[src/rtl/cpu_ctrl_pkg.sv]
// Shared types and encodings for the multi-cycle RV32 control unit.
package cpu_ctrl_pkg;

    typedef enum logic [2:0] {
        ST_IDLE,
        ST_FETCH,
        ST_DECODE,
        ST_EXEC,
        ST_MEM,
        ST_WB,
        ST_ERROR
    } state_t;

    typedef enum logic [1:0] {
        CLS_R,
        CLS_I,
        CLS_LOAD,
        CLS_STORE
    } instr_class_t;

    localparam logic [6:0] OPC_R     = 7'b0110011;
    localparam logic [6:0] OPC_I     = 7'b0010011;
    localparam logic [6:0] OPC_LOAD  = 7'b0000011;
    localparam logic [6:0] OPC_STORE = 7'b0100011;

    localparam logic [1:0] ALU_ADD   = 2'b00;
    localparam logic [1:0] ALU_RTYPE = 2'b10;
    localparam logic [1:0] ALU_ITYPE = 2'b11;

    localparam logic [1:0] ERR_NONE    = 2'b00;
    localparam logic [1:0] ERR_ILLEGAL = 2'b01;
    localparam logic [1:0] ERR_IMEM    = 2'b10;
    localparam logic [1:0] ERR_DMEM    = 2'b11;

    function automatic logic opcode_legal(input logic [6:0] opc);
        return (opc == OPC_R) || (opc == OPC_I) || (opc == OPC_LOAD) || (opc == OPC_STORE);
    endfunction

    function automatic instr_class_t opcode_class(input logic [6:0] opc);
        case (opc)
            OPC_I:     return CLS_I;
            OPC_LOAD:  return CLS_LOAD;
            OPC_STORE: return CLS_STORE;
            default:   return CLS_R;
        endcase
    endfunction

    // Loads and stores use the ALU only to form the effective address.
    function automatic logic [1:0] alu_op_of(input instr_class_t cls);
        case (cls)
            CLS_R:   return ALU_RTYPE;
            CLS_I:   return ALU_ITYPE;
            default: return ALU_ADD;
        endcase
    endfunction

endpackage

[src/rtl/multicycle_ctrl_if.sv]
// Handshake and strobe bundle between the control FSM and the datapath/memories.
interface multicycle_ctrl_if;

    logic       start;
    logic [6:0] opcode;
    logic       imem_ready;
    logic       dmem_ready;

    logic       imem_req;
    logic       ir_we;
    logic       pc_we;
    logic       dmem_req;
    logic       dmem_we;
    logic       alu_src;
    logic [1:0] alu_op;
    logic       wb_sel;
    logic       reg_we;
    logic       busy;
    logic       err;
    logic [1:0] err_code;

    modport master (
        input  start, opcode, imem_ready, dmem_ready,
        output imem_req, ir_we, pc_we, dmem_req, dmem_we, alu_src, alu_op,
               wb_sel, reg_we, busy, err, err_code
    );

    modport slave (
        output start, opcode, imem_ready, dmem_ready,
        input  imem_req, ir_we, pc_we, dmem_req, dmem_we, alu_src, alu_op,
               wb_sel, reg_we, busy, err, err_code
    );

endinterface

[src/rtl/mem_wait_timer.sv]
// Counts cycles a memory request has gone unanswered; expired flags the last allowed cycle.
module mem_wait_timer #(
    parameter int WAIT_TIMEOUT = 16,
    parameter int CNT_W        = 5
) (
    input  logic clk,
    input  logic rst,
    input  logic clear,
    input  logic enable,
    output logic expired
);

    localparam logic [CNT_W-1:0] LAST = CNT_W'(WAIT_TIMEOUT - 1);

    logic [CNT_W-1:0] count;

    always_ff @(posedge clk) begin
        if (rst || clear) begin
            count <= '0;
        end else if (enable) begin
            count <= count + CNT_W'(1);
        end
    end

    assign expired = (count == LAST);

endmodule

[src/rtl/multicycle_ctrl.sv]
// Multi-cycle RV32 control FSM: fetch/decode/execute/memory/write-back sequencing with timeouts.
// Define SEQ_CTRL_PERF_EN to add the cycle_cnt_o / instret_o performance counters.
module multicycle_ctrl
    import cpu_ctrl_pkg::*;
#(
    parameter int WAIT_TIMEOUT = 16,
    parameter int CNT_W        = 5
) (
    input  logic               clk_i,
    input  logic               rst_i,
    multicycle_ctrl_if.master  bus
`ifdef SEQ_CTRL_PERF_EN
    ,
    output logic [31:0]        cycle_cnt_o,
    output logic [31:0]        instret_o
`endif
);

    state_t       state;
    state_t       next_state;
    instr_class_t cls;
    instr_class_t next_cls;
    logic         retire;
    logic         next_alu;
    logic [1:0]   err_hit;
    logic         waiting;
    logic         ready_now;
    logic         expired;

    // The counter runs only while a request is outstanding, so it is clean on every entry.
    assign waiting   = (state == ST_FETCH) || (state == ST_MEM);
    assign ready_now = (state == ST_FETCH) ? bus.imem_ready : bus.dmem_ready;

    mem_wait_timer #(
        .WAIT_TIMEOUT (WAIT_TIMEOUT),
        .CNT_W        (CNT_W)
    ) u_wait_timer (
        .clk     (clk_i),
        .rst     (rst_i),
        .clear   (!waiting || ready_now),
        .enable  (waiting && !ready_now),
        .expired (expired)
    );

    always_comb begin
        next_state = state;
        next_cls   = cls;
        retire     = 1'b0;
        err_hit    = ERR_NONE;
        case (state)
            ST_IDLE: begin
                if (bus.start) next_state = ST_FETCH;
            end
            ST_FETCH: begin
                if (bus.imem_ready) begin
                    next_state = ST_DECODE;
                end else if (expired) begin
                    next_state = ST_ERROR;
                    err_hit    = ERR_IMEM;
                end
            end
            ST_DECODE: begin
                if (opcode_legal(bus.opcode)) begin
                    next_cls   = opcode_class(bus.opcode);
                    next_state = ST_EXEC;
                end else begin
                    next_state = ST_ERROR;
                    err_hit    = ERR_ILLEGAL;
                end
            end
            ST_EXEC: begin
                next_state = (cls == CLS_R || cls == CLS_I) ? ST_WB : ST_MEM;
            end
            ST_MEM: begin
                if (bus.dmem_ready) begin
                    if (cls == CLS_LOAD) next_state = ST_WB;
                    else                 retire     = 1'b1;
                end else if (expired) begin
                    next_state = ST_ERROR;
                    err_hit    = ERR_DMEM;
                end
            end
            ST_WB:    retire = 1'b1;
            ST_ERROR: next_state = ST_ERROR;
            default:  next_state = ST_IDLE;
        endcase
        if (retire) next_state = bus.start ? ST_FETCH : ST_IDLE;
        next_alu = (next_state == ST_EXEC) || (next_state == ST_MEM) || (next_state == ST_WB);
    end

    // Strobes are decoded from the next state so each one is a clean register output.
    always_ff @(posedge clk_i) begin
        if (rst_i) begin
            state        <= ST_IDLE;
            cls          <= CLS_R;
            bus.imem_req <= 1'b0;
            bus.dmem_req <= 1'b0;
            bus.dmem_we  <= 1'b0;
            bus.alu_src  <= 1'b0;
            bus.alu_op   <= ALU_ADD;
            bus.wb_sel   <= 1'b0;
            bus.reg_we   <= 1'b0;
            bus.busy     <= 1'b0;
            bus.err      <= 1'b0;
            bus.err_code <= ERR_NONE;
        end else begin
            state        <= next_state;
            cls          <= next_cls;
            bus.imem_req <= (next_state == ST_FETCH);
            bus.dmem_req <= (next_state == ST_MEM);
            bus.dmem_we  <= (next_state == ST_MEM) && (next_cls == CLS_STORE);
            bus.alu_src  <= next_alu && (next_cls != CLS_R);
            bus.alu_op   <= next_alu ? alu_op_of(next_cls) : ALU_ADD;
            bus.wb_sel   <= (next_state == ST_WB) && (next_cls == CLS_LOAD);
            bus.reg_we   <= (next_state == ST_WB);
            bus.busy     <= (next_state != ST_IDLE) && (next_state != ST_ERROR);
            if (err_hit != ERR_NONE) begin
                bus.err      <= 1'b1;
                bus.err_code <= err_hit;
            end
        end
    end

    // The IR and PC must load in the very cycle the fetched word is presented.
    assign bus.ir_we = bus.imem_req && bus.imem_ready;
    assign bus.pc_we = bus.imem_req && bus.imem_ready;

`ifdef SEQ_CTRL_PERF_EN
    always_ff @(posedge clk_i) begin
        if (rst_i) begin
            cycle_cnt_o <= '0;
            instret_o   <= '0;
        end else begin
            if (bus.busy) cycle_cnt_o <= cycle_cnt_o + 32'd1;
            if (retire)   instret_o   <= instret_o + 32'd1;
        end
    end
`endif

endmodule
[src/flat_wrapper.sv]
// flat-port wrapper written by rule: the top's interface ports become plain ports
module multicycle_ctrl_flat import cpu_ctrl_pkg::*;
#(
    parameter int WAIT_TIMEOUT = 16,
    parameter int CNT_W        = 5
)
  (clk_i, rst_i, bus_start, bus_opcode, bus_imem_ready, bus_dmem_ready, bus_imem_req, bus_ir_we, bus_pc_we, bus_dmem_req, bus_dmem_we, bus_alu_src, bus_alu_op, bus_wb_sel, bus_reg_we, bus_busy, bus_err, bus_err_code);
  multicycle_ctrl_if bus_i ();
  input  logic clk_i;
  input  logic rst_i;
  input wire logic [$bits(bus_i.start)-1:0] bus_start;
  input wire logic [$bits(bus_i.opcode)-1:0] bus_opcode;
  input wire logic [$bits(bus_i.imem_ready)-1:0] bus_imem_ready;
  input wire logic [$bits(bus_i.dmem_ready)-1:0] bus_dmem_ready;
  output wire logic [$bits(bus_i.imem_req)-1:0] bus_imem_req;
  output wire logic [$bits(bus_i.ir_we)-1:0] bus_ir_we;
  output wire logic [$bits(bus_i.pc_we)-1:0] bus_pc_we;
  output wire logic [$bits(bus_i.dmem_req)-1:0] bus_dmem_req;
  output wire logic [$bits(bus_i.dmem_we)-1:0] bus_dmem_we;
  output wire logic [$bits(bus_i.alu_src)-1:0] bus_alu_src;
  output wire logic [$bits(bus_i.alu_op)-1:0] bus_alu_op;
  output wire logic [$bits(bus_i.wb_sel)-1:0] bus_wb_sel;
  output wire logic [$bits(bus_i.reg_we)-1:0] bus_reg_we;
  output wire logic [$bits(bus_i.busy)-1:0] bus_busy;
  output wire logic [$bits(bus_i.err)-1:0] bus_err;
  output wire logic [$bits(bus_i.err_code)-1:0] bus_err_code;
  assign bus_i.start = bus_start;
  assign bus_i.opcode = bus_opcode;
  assign bus_i.imem_ready = bus_imem_ready;
  assign bus_i.dmem_ready = bus_dmem_ready;
  assign bus_imem_req = bus_i.imem_req;
  assign bus_ir_we = bus_i.ir_we;
  assign bus_pc_we = bus_i.pc_we;
  assign bus_dmem_req = bus_i.dmem_req;
  assign bus_dmem_we = bus_i.dmem_we;
  assign bus_alu_src = bus_i.alu_src;
  assign bus_alu_op = bus_i.alu_op;
  assign bus_wb_sel = bus_i.wb_sel;
  assign bus_reg_we = bus_i.reg_we;
  assign bus_busy = bus_i.busy;
  assign bus_err = bus_i.err;
  assign bus_err_code = bus_i.err_code;
  multicycle_ctrl #(.WAIT_TIMEOUT(WAIT_TIMEOUT), .CNT_W(CNT_W)) u_core (.clk_i(clk_i), .rst_i(rst_i), .bus(bus_i));
endmodule
[config.mk]
export PLATFORM = sky130hd
export DESIGN_NAME = multicycle_ctrl_flat
export DESIGN_NICKNAME = d
export VERILOG_FILES = /design/src/rtl/cpu_ctrl_pkg.sv /design/src/rtl/multicycle_ctrl_if.sv /design/src/rtl/mem_wait_timer.sv /design/src/rtl/multicycle_ctrl.sv /design/src/flat_wrapper.sv
export SDC_FILE = /design/constraint.sdc
export NUM_CORES = 1
export LEC_CHECK = 0
export ABC_AREA = 1
export CORE_MARGIN = 4
export CORE_UTILIZATION = 43
export CTS_CLUSTER_DIAMETER = 80
export DETAILED_ROUTE_END_ITERATION = 10
export PLACE_DENSITY = 0.73
export SLEW_MARGIN = 0
export SYNTH_ARGS = -nofsm -noshare
export SYNTH_HDL_FRONTEND = slang
export SYNTH_HIERARCHICAL = 1
export SYNTH_SLANG_ARGS = --single-unit
[constraint.sdc]
create_clock -name clk_i -period 1.5 [get_ports clk_i]
set_clock_uncertainty 0.05 [all_clocks]
set_input_delay 0.3 -clock clk_i [delete_from_list [all_inputs] [get_ports clk_i]]
set_output_delay 0.3 -clock clk_i [all_outputs]
set_load 0.02 [all_outputs]
==> summary.md, run 1 <==
| Metric | Value |
|---|---|
| Final WL | between 2 and 3 mm |
| Layout cells sized above 1 | about a third |
| Core Box Area | 2520 um^2 |
| Buffers & Inverters on Critical Path | 1 |
| Worst R2R End | u_core/bus.busy$_SDFF_PP0_ |
| Core Util, Final | 67.2% |
| Startpoint types | flip-flop |
| H-tree levels | 1 |
| Yosys reg bits | 22 |
| Mean Syn Cell Area | between 7 and 8 um^2 |
| IO Pins | 26 |
| Max Cap Violations | 0 |
| Busiest grt layer | met2 |
| Layout area overhead | 47.5% |
| WHS Path Cells | 2 |
| CP most frequent cell | nand2_1 |
| CTS Root Cell | clkbuf_4 |
| Via Count | 1127 |
| Total Routing Usage GR | 16.1% |
| Clk slew on worst S/H paths | approximately 0.13 ns |
| First-pass GRT wire length | approximately 4.4 mm |
| Worst Tran Pin Value | ~0.25 ns |
| Starting DRC count in detailed routing | 42 |
| Initial Utilization | a little under half |
| CP Data Required Time | around 1.7 ns |
| Clock network power share | around a quarter |
| FF/Latch Area | 450 um^2 |
| Critical path fanouts, max | 5 |
| Finished Layout Cells | between 200 and 250 |
| Routed len/inst | ~11 um |
| Hold path startpoint | u_core/bus.err_code[1]$_SDFFE_PP0P_ |
| Worst r2r src | u_core/u_wait_timer/count[0]$_SDFFE_PP0P_ |
| Detailed placement HPWL | approximately 2.0 mm |
| Post-route DRC | 0 |
| CTS Buf Count | 3 |
| Sequential area share after synthesis | 38.3% |
| Antenna viol nets, final | 0 |
| Final hold vios | 0 |
| FF-to-FF path depth | 11 |
| Reg2Reg Setup Slack | -0.18 ns |
| Layout Nets | ~220 |
| DP Cell Count | 230 |
| Synth warn | 6 |
| Top delay family on crit path | simple AND/OR/NAND/NOR gates |
| Final worst path period share | 112% |
| Die Y | 59.7 um |
| Crit-path cells | ha_4 > and3_4 > ha_4 > inv_2 > nand3_2 > nand2_1 > nand2_2 > nor2_4 > nand2_1 > nand3_1 > nand2_1 |
| Diodes inserted | 0 |
| CP Data Arrival Time | around 1.9 ns |
| CP max stage cell | dfxtp_4 |
| Grt total ovfl | 0 |
| RSZ-0062 raised after global routing | true |
| Number of clock sinks | 22 |
| P_sw | between 500 and 600 uW |
| Met2 usage | 25.2% |
| Avg Vias per Cell | 4.74 |
| Num rows | 18 |
| Gp weighted congestion | between 0.8 and 0.9 |
| Net Sw Frac | ~34% |
| Fin. max-slew vios | 0 |
| Initial antenna violation count | 0 |
| Slew HR | around 84% |
| CP Class | reg -> reg |
| Hold Crit Class | reg -> reg |
| CTS tree | done |
| Largest net degree at the start of global routing | 14 |
| Worst setup path start | u_core/u_wait_timer/count[0]$_SDFFE_PP0P_ |
| Cells after Synth | 163 |
| VDD IR-drop max | 0.722 mV |
| Layout fillers | roughly 240 |
| Syn_nets | 177 |
| CTS Hold Bufs | 0 |
| Max clock buf depth | 2 |
| CP Capture Type | flip-flop |
| Final worst setup slack | -0.182 ns |
| Grt met1 use | 21.7% |
| Tmin final | between 1.5 and 2 ns |
| Pwr per Cell Area | 964 nW/um^2 |
| Highest clock rate | around 600 MHz |
| Outcome | finished, violations left |
| Final Total Pwr | around 1600 uW |
| Setup violators final | 12 |
| Pleak | roughly 0.00085 uW |
| Seq pwr share | 41.0% |
| Internal power | about 1100 uW |
| Crit-path max cell delay | between 0.3 and 0.4 ns |
| Die area | 3560 um^2 |
| Failing checks | negative setup slack |
| Synth cell types | 25 |
| M3 GR Usage | 2.81% |
| Hold Path End | u_core/bus.err_code[1]$_SDFFE_PP0P_ |
| Die Wd | 59.7 um |
| Area occupied by multi-input gates | between 600 and 700 um^2 |
| Synth Cell Area | ~1100 um^2 |
| Port bufs | 25 |
| Vias in the first global route | 1033 |
| DRT Pass-1 Iters | 4 |
| Skew-Pair Late Insertion Delay | around 0.31 ns |
| Combinational share of power | a little over a third |
## metrics by stage
stage               worst slack (ns)  setup TNS [ns]  instance area, um^2  hold slack, ns
floorplan                    -0.0215         -0.0803                 1190           0.409
global placement              -0.327           -4.50                 1570           0.402
detailed placement            -0.353           -5.16                 1570           0.417
CTS                           -0.178           -1.58                 1640           0.435
global route                  -0.331           -3.40                 1690           0.447
finish                        -0.182           -1.67                 1690           0.432
## registers in the layout (all words and copies together) (netlist names)
register and cells:
u_core/bus.alu_op 2, u_core/bus.alu_src 1, u_core/bus.busy 1, u_core/bus.dmem_req 1, u_core/bus.dmem_we 1, u_core/bus.err 1, u_core/bus.err_code 2, u_core/bus.imem_req 1
u_core/bus.reg_we 1, u_core/bus.wb_sel 1, u_core/cls 2, u_core/state 3, u_core/u_wait_timer/count 5
## area by class of cell
type,count,area share [%]
inverter,28,6.20
multi-input combinational,108,39.6
sequential,22,26.6
tap,30,2.22
timing repair buffer,46,22.6
clock buffer,4,2.81
## worst max-delay path by stage
stage | to | cells past startpoint
floorplan | u_core/bus.busy$_SDFF_PP0_ | 11
global placement | bus_ir_we | 4
detailed placement | u_core/u_wait_timer/count[1]$_SDFFE_PP0P_ | 8
CTS | u_core/bus.busy$_SDFF_PP0_ | 9
global route | u_core/bus.err_code[0]$_SDFFE_PP0P_ | 9
finish | u_core/bus.busy$_SDFF_PP0_ | 11
## placed cells by master (no fill, tap or decap)
| cell type | Yosys | final |
|---|---|---|
| nor3_4 | 0 | 1 |
| nor2_1 | 19 | 18 |
| clkbuf_16 | 0 | 1 |
| nand3_2 | 1 | 4 |
| nor3_1 | 2 | 1 |
| nand2_4 | 2 | 3 |
| nand4_4 | 0 | 1 |
| buf_4 | 1 | 21 |
| clkdlybuf4s50_1 | 0 | 11 |
| or2_1 | 1 | 1 |
| clkbuf_4 | 0 | 3 |
| a21oi_2 | 0 | 2 |
| buf_2 | 2 | 2 |
| nand2_1 | 37 | 31 |
| dfxtp_4 | 0 | 2 |
| ha_4 | 0 | 2 |
| dlygate4sd2_1 | 0 | 12 |
| nand2_2 | 5 | 10 |
| dfxtp_1 | 22 | 18 |
| inv_1 | 24 | 22 |
| dfxtp_2 | 0 | 2 |
| o21ai_2 | 1 | 3 |
| nand4_1 | 1 | 1 |
| inv_2 | 4 | 6 |
| xnor2_1 | 1 | 1 |
| nor2_2 | 3 | 3 |
| a21oi_1 | 9 | 7 |
| o21ai_1 | 4 | 4 |
| nor2_4 | 5 | 6 |
| and3_4 | 0 | 1 |
| nand3_1 | 11 | 8 |
## power groups by stage
stage / Sequential (uW) / Clock [uW] / Combinational (uW)
after floorplan: 705 / 0 / 320
after global placement: 678 / 0 / 525
final: 670 / 396 / 567
after detailed placement: 679 / 0 / 534
after CTS: 667 / 408 / 534
after global routing: 677 / 441 / 629
## repair_timing
item                                    in CTS  in global routing
gates resized for setup                     27                 16
endpoints found under the setup margin      29                 21
pin swaps                                    4                  6
setup buffers                                1                  3
## synthesized netlist by cell type
cell	instances	area (um^2)
a21oi_1	9	45.0
and3_1	1	6.26
buf_2	2	10.0
buf_4	1	7.51
buf_6	2	22.5
dfxtp_1	22	440
ha_1	2	25.0
inv_1	24	90.1
inv_2	4	15.0
nand2_1	37	139
nand2_2	5	31.3
nand2_4	2	22.5
nand3_1	11	55.1
nand3_2	1	10.0
nand4_1	1	6.26
nand4_2	1	12.5
nor2_1	19	71.3
nor2_2	3	18.8
nor2_4	5	56.3
nor3_1	2	10.0
o21ai_0	2	10.0
o21ai_1	4	20.0
o21ai_2	1	8.76
or2_1	1	6.26
xnor2_1	1	8.76
## metal layers
| metal | vias up | share of wire [%] |
|---|---|---|
| met1 | 506 | 44 |
| li1 | 590 | - |
| met2 | 29 | 48 |
| met5 | - | 0 |
| met3 | 2 | 6.7 |
| met4 | 0 | 0.52 |
## cells by family after synthesis
logic type	after synthesis	share of synthesized area, %
xor gates and xnor gates	1	0.763
adders and majority gates	2	2.18
AOI/OAI and AO/OA	16	7.30
and+or+nand+nor	89	38.8
buffers and inverters	33	12.6
DFF	22	38.3
## worst register-to-register path, stage by stage, from the launching register on
cell     delay (ns)
dfxtp_4        0.37
ha_4           0.15
and3_4         0.18
ha_4           0.16
inv_2          0.07
nand3_2        0.05
nand2_1        0.08
nand2_2        0.07
nor2_4         0.19
nand2_1        0.10
nand3_1        0.07
nand2_1        0.05
Note: power is estimated with default switching activity, not from simulation.
==> inputs of run 2 (changes only) <==
--- a/config.mk
+++ b/config.mk
@@ -8,7 +8,7 @@
 export ABC_AREA = 1
 export CORE_MARGIN = 4
 export CORE_UTILIZATION = 43
-export CTS_CLUSTER_DIAMETER = 80
+export CTS_CLUSTER_DIAMETER = 30
 export DETAILED_ROUTE_END_ITERATION = 10
 export PLACE_DENSITY = 0.73
 export SLEW_MARGIN = 0
==> results of run 2 <==
Final layout, timing and power as in run 1 (identical DEF).
==> inputs of run 3 (changes only) <==
--- a/config.mk
+++ b/config.mk
@@ -5,12 +5,11 @@
 export SDC_FILE = /design/constraint.sdc
 export NUM_CORES = 1
 export LEC_CHECK = 0
-export ABC_AREA = 1
-export CORE_MARGIN = 4
+export CORE_MARGIN = 10
 export CORE_UTILIZATION = 43
 export CTS_CLUSTER_DIAMETER = 30
 export DETAILED_ROUTE_END_ITERATION = 10
-export PLACE_DENSITY = 0.73
+export PLACE_DENSITY = 0.72
 export SLEW_MARGIN = 0
 export SYNTH_ARGS = -nofsm -noshare
 export SYNTH_HDL_FRONTEND = slang
==> run 3 against run 2 <==
  * The flow still finishes with violations (negative setup slack)
  * Maximum frequency down 14%
  * Clock power up 17%
  * Cell area up 18%
  * Core utilization up 6.4 points
  * Via count up 6.4%
  * Flip-flop and latch count unchanged
  * Die area up 49%
  * Area after synthesis up 4.7%
  * Largest cell class unchanged
  * Largest power group is now combinational logic
==> summary.md, run 3 <==
| Metric | Value |
|---|---|
| Outcome | finished, violations left |
| Clk slew on worst S/H paths | 0.14 ns (about the same) |
| Initial Utilization | 44.4% (-1.2 points) |
| Pleak | 0.000825 uW (-3.3%) |
| Hold WS | 0.452 ns (+0.0203 ns) |
| Final worst path period share | 131% (+19 points) |
| CP Data Arrival Time | 2.10 ns (+0.24 ns) |
| Startpoint types | flip-flop |
| IO Pins | 26 (unchanged) |
| Total Routing Usage GR | 13.4% (-2.7 points) |
| Yosys reg bits | 22 (unchanged) |
| Largest net degree at the start of global routing | 14 (unchanged) |
| Final hold vios | 0 (unchanged) |
| Gp weighted congestion | 0.934 (+15%) |
| Top post-synthesis cells by area | dfxtp_1 37%, nor2_1 5.3%, a21oi_1 3.3%, nor3_1 2.5%, nor3b_1 2.5% |
| Top cells by count, synth | 22 x dfxtp_1, 17 x nor2_1, 8 x a21oi_1 |
| Async set-or-reset flop fraction in the synthesized netlist | 0% (unchanged) |
| Max FFs per register | 5 (unchanged) |
| Antenna viol nets, final | 0 (unchanged) |
| Core Box Area | 2710 um^2 (+7.4%) |
| Detailed placement HPWL | 2.62 mm (+31%) |
| Synth warn | 6 (unchanged) |
| Starting DRC count in detailed routing | 60 (+43%) |
| Slew HR | 78.2% (-5.5 points) |
| DRT Pass-1 Iters | 4 (unchanged) |
| Highest clock rate | 509 MHz (-14%) |
| Tmin final | 1.97 ns (+0.283 ns) |
| DP Cell Count | 209 (-9.1%) |
| Layout cells sized above 1 | 46.0% (+11 points) |
| Syn_nets | 145 (-18%) |
| Number of clock sinks | 22 (unchanged) |
| Setup violators final | 18 (+6) |
| CP Class | reg -> reg |
| VDD IR-drop max | 0.725 mV (+0.48%) |
| CTS Hold Bufs | 0 (unchanged) |
| Final WL | 3.70 mm (+36%) |
| Port bufs | 25 (unchanged) |
| Fin. max-slew vios | 0 (unchanged) |
| Most common cell after layout, fill and taps aside | buf_4 |
| Worst Tran Pin Value | 0.327 ns (+0.0815 ns) |
| Vias in the first global route | 1260 (+22%) |
| Diodes inserted | 0 (unchanged) |
| Total negative slack | -4.68 ns (-3.02 ns) |
| Avg Vias per Cell | 5.45 (+15%) |
| Skew-Pair Late Insertion Delay | 0.31 ns (about the same) |
| Critical path fanouts, max | 4 (-1) |
| Largest area contributor in the netlist | dfxtp_1 |
| Synth Cell Area | 1200 um^2 (+4.7%) |
| CTS Buf Count | 3 (unchanged) |
| Post-route DRC | 0 (unchanged) |
| Via Count | 1199 (+6.4%) |
| Initial antenna violation count | 0 (unchanged) |
| Mean Syn Cell Area | 9.18 um^2 (+30%) |
| Sequential area share after synthesis | 36.6% (-1.7 points) |
| Num rows | 19 (+1) |
| CP Capture Type | flip-flop |
| Max clock buf depth | 2 (unchanged) |
| Synth cell types | 49 (+96%) |
| Die Wd | 72.9 um (+22%) |
| H-tree levels | 1 (unchanged) |
| Hold Crit Class | in -> reg |
| Layout fillers | 206 (-13%) |
| Grt total ovfl | 0 (unchanged) |
| CTS tree | done |
| CP Data Required Time | 1.64 ns (-0.04 ns) |
| Max Cap Violations | 0 (unchanged) |
| Largest registers | u_core/u_wait_timer/count x5, u_core/state x3 |
| CTS Root Cell | clkbuf_4 |
| Die area | 5310 um^2 (+49%) |
| Layout Nets | 204 (-8.5%) |
| Count leader, synth | dfxtp_1 |
| Synth top area share | 36.6% (-1.7 points) |
| Final worst setup slack | -0.465 ns (-0.283 ns) |
| Biggest register | u_core/u_wait_timer/count |
| Cells after Synth | 131 (-20%) |
| Finished Layout Cells | 220 (-7.6%) |
| Post-synth EDFFs | 0 (unchanged) |
| Routed len/inst | 16.8 um (+47%) |
| Layout area overhead | 65.8% |
| Most frequent cells in the layout | 27 x buf_4, 18 x dfxtp_1, 14 x dlygate4sd2_1, 12 x nor2_1 |
| RSZ-0062 raised after global routing | true |
| First-pass GRT wire length | 5.79 mm (+31%) |
| Failing checks | negative setup slack |
| Die Y | 72.9 um (+22%) |
| Pwr per Cell Area | 915 nW/um^2 (-5.1%) |
| Post-synth top flop | dfxtp_1 |
-- run 3: cell count changes in the layout (fill, tap and decap cells not counted), moves of 5 or more --
cell,delta
nor2_1,-6
nor2_4,-5
inv_1,-16
nand2_2,-9
buf_6,+8
nand3_1,-6
nand2_1,-29
buf_4,+6
inv_2,-6
-- run 3: area by class of cell --
cell class / instances / area [um^2] / area share, %
clock buffer: 3 / 22.5 / 1.13
inverter: 7 / 28.8 / 1.44
clock inverter: 1 / 30.0 / 1.51
timing repair buffer: 61 / 553 / 27.7
tap: 31 / 38.8 / 1.95
sequential: 22 / 450 / 22.6
multi-input combinational: 95 / 870 / 43.6
-- run 3: critical path: stages, from the launching register on --
cell and delay [ns]:
dfxtp_2 0.36, ha_4 0.16, and3_4 0.18, ha_4 0.18
nor2b_1 0.13, o211ai_1 0.28, a31o_1 0.23, a21boi_4 0.23
a311oi_2 0.05
-- run 3: cell families after synthesis --
kind of cell | after synthesis | synth area share, %
buffers and inverters | 14 | 7.08
DFF | 22 | 36.6
and+or+nand+nor | 57 | 28.8
adders and majority gates | 2 | 2.08
AOI/OAI and AO/OA | 31 | 21.1
xor gates and xnor gates | 3 | 2.19
muxes | 2 | 2.08
-- run 3: metal layers --
layer / routed length, um / up-vias / track usage, %
met3: 160 / 2 / 2.18
met5: 0 / - / 0
met1: 1500 / 588 / 14.8
met2: 2030 / 26 / 24.9
met4: 14 / 0 / 4.43
li1: - / 583 / -
-- run 3: through the flow --
stage	utilization [%]	worst slack, ns	area, um^2	power (uW)
after floorplan	-	-0.263	1270	1010
after global placement	63.3	-0.488	1720	1250
after detailed placement	63.3	-0.514	1720	1260
after CTS	67.9	-0.423	1840	1760
after global routing	73.5	-0.520	1990	1910
final	73.5	-0.465	1990	1820
-- run 3: path summary, 6_finish.rpt --
kind                                              from  cells after the start  slack, ns                                   to
max          u_core/u_wait_timer/count[1]$_SDFFE_PP0P_                      8      -0.47        u_core/bus.alu_src$_SDFF_PP0_
max reg2reg  u_core/u_wait_timer/count[1]$_SDFFE_PP0P_                      8      -0.47        u_core/bus.alu_src$_SDFF_PP0_
min reg2reg        u_core/bus.err_code[1]$_SDFFE_PP0P_                      2       0.47  u_core/bus.err_code[1]$_SDFFE_PP0P_
min                                      bus_opcode[6]                      5       0.45          u_core/bus.err$_SDFFE_PP0P_
-- run 3: report_power, final --
part,internal [uW],leakage [uW],switching (uW)
Clock,270,0.0000279,194
Sequential,633,0.000181,44.4
Combinational,345,0.000616,338
Total,1250,0.000825,576
-- run 3: what timing repair did --
| item | in CTS | in global routing |
|---|---|---|
| gates resized for setup | 36 | 28 |
| endpoints found under the setup margin | 32 | 22 |
| buffers inserted | 4 | 3 |
| cloned | 0 | 1 |
| pin swaps | 13 | 14 |
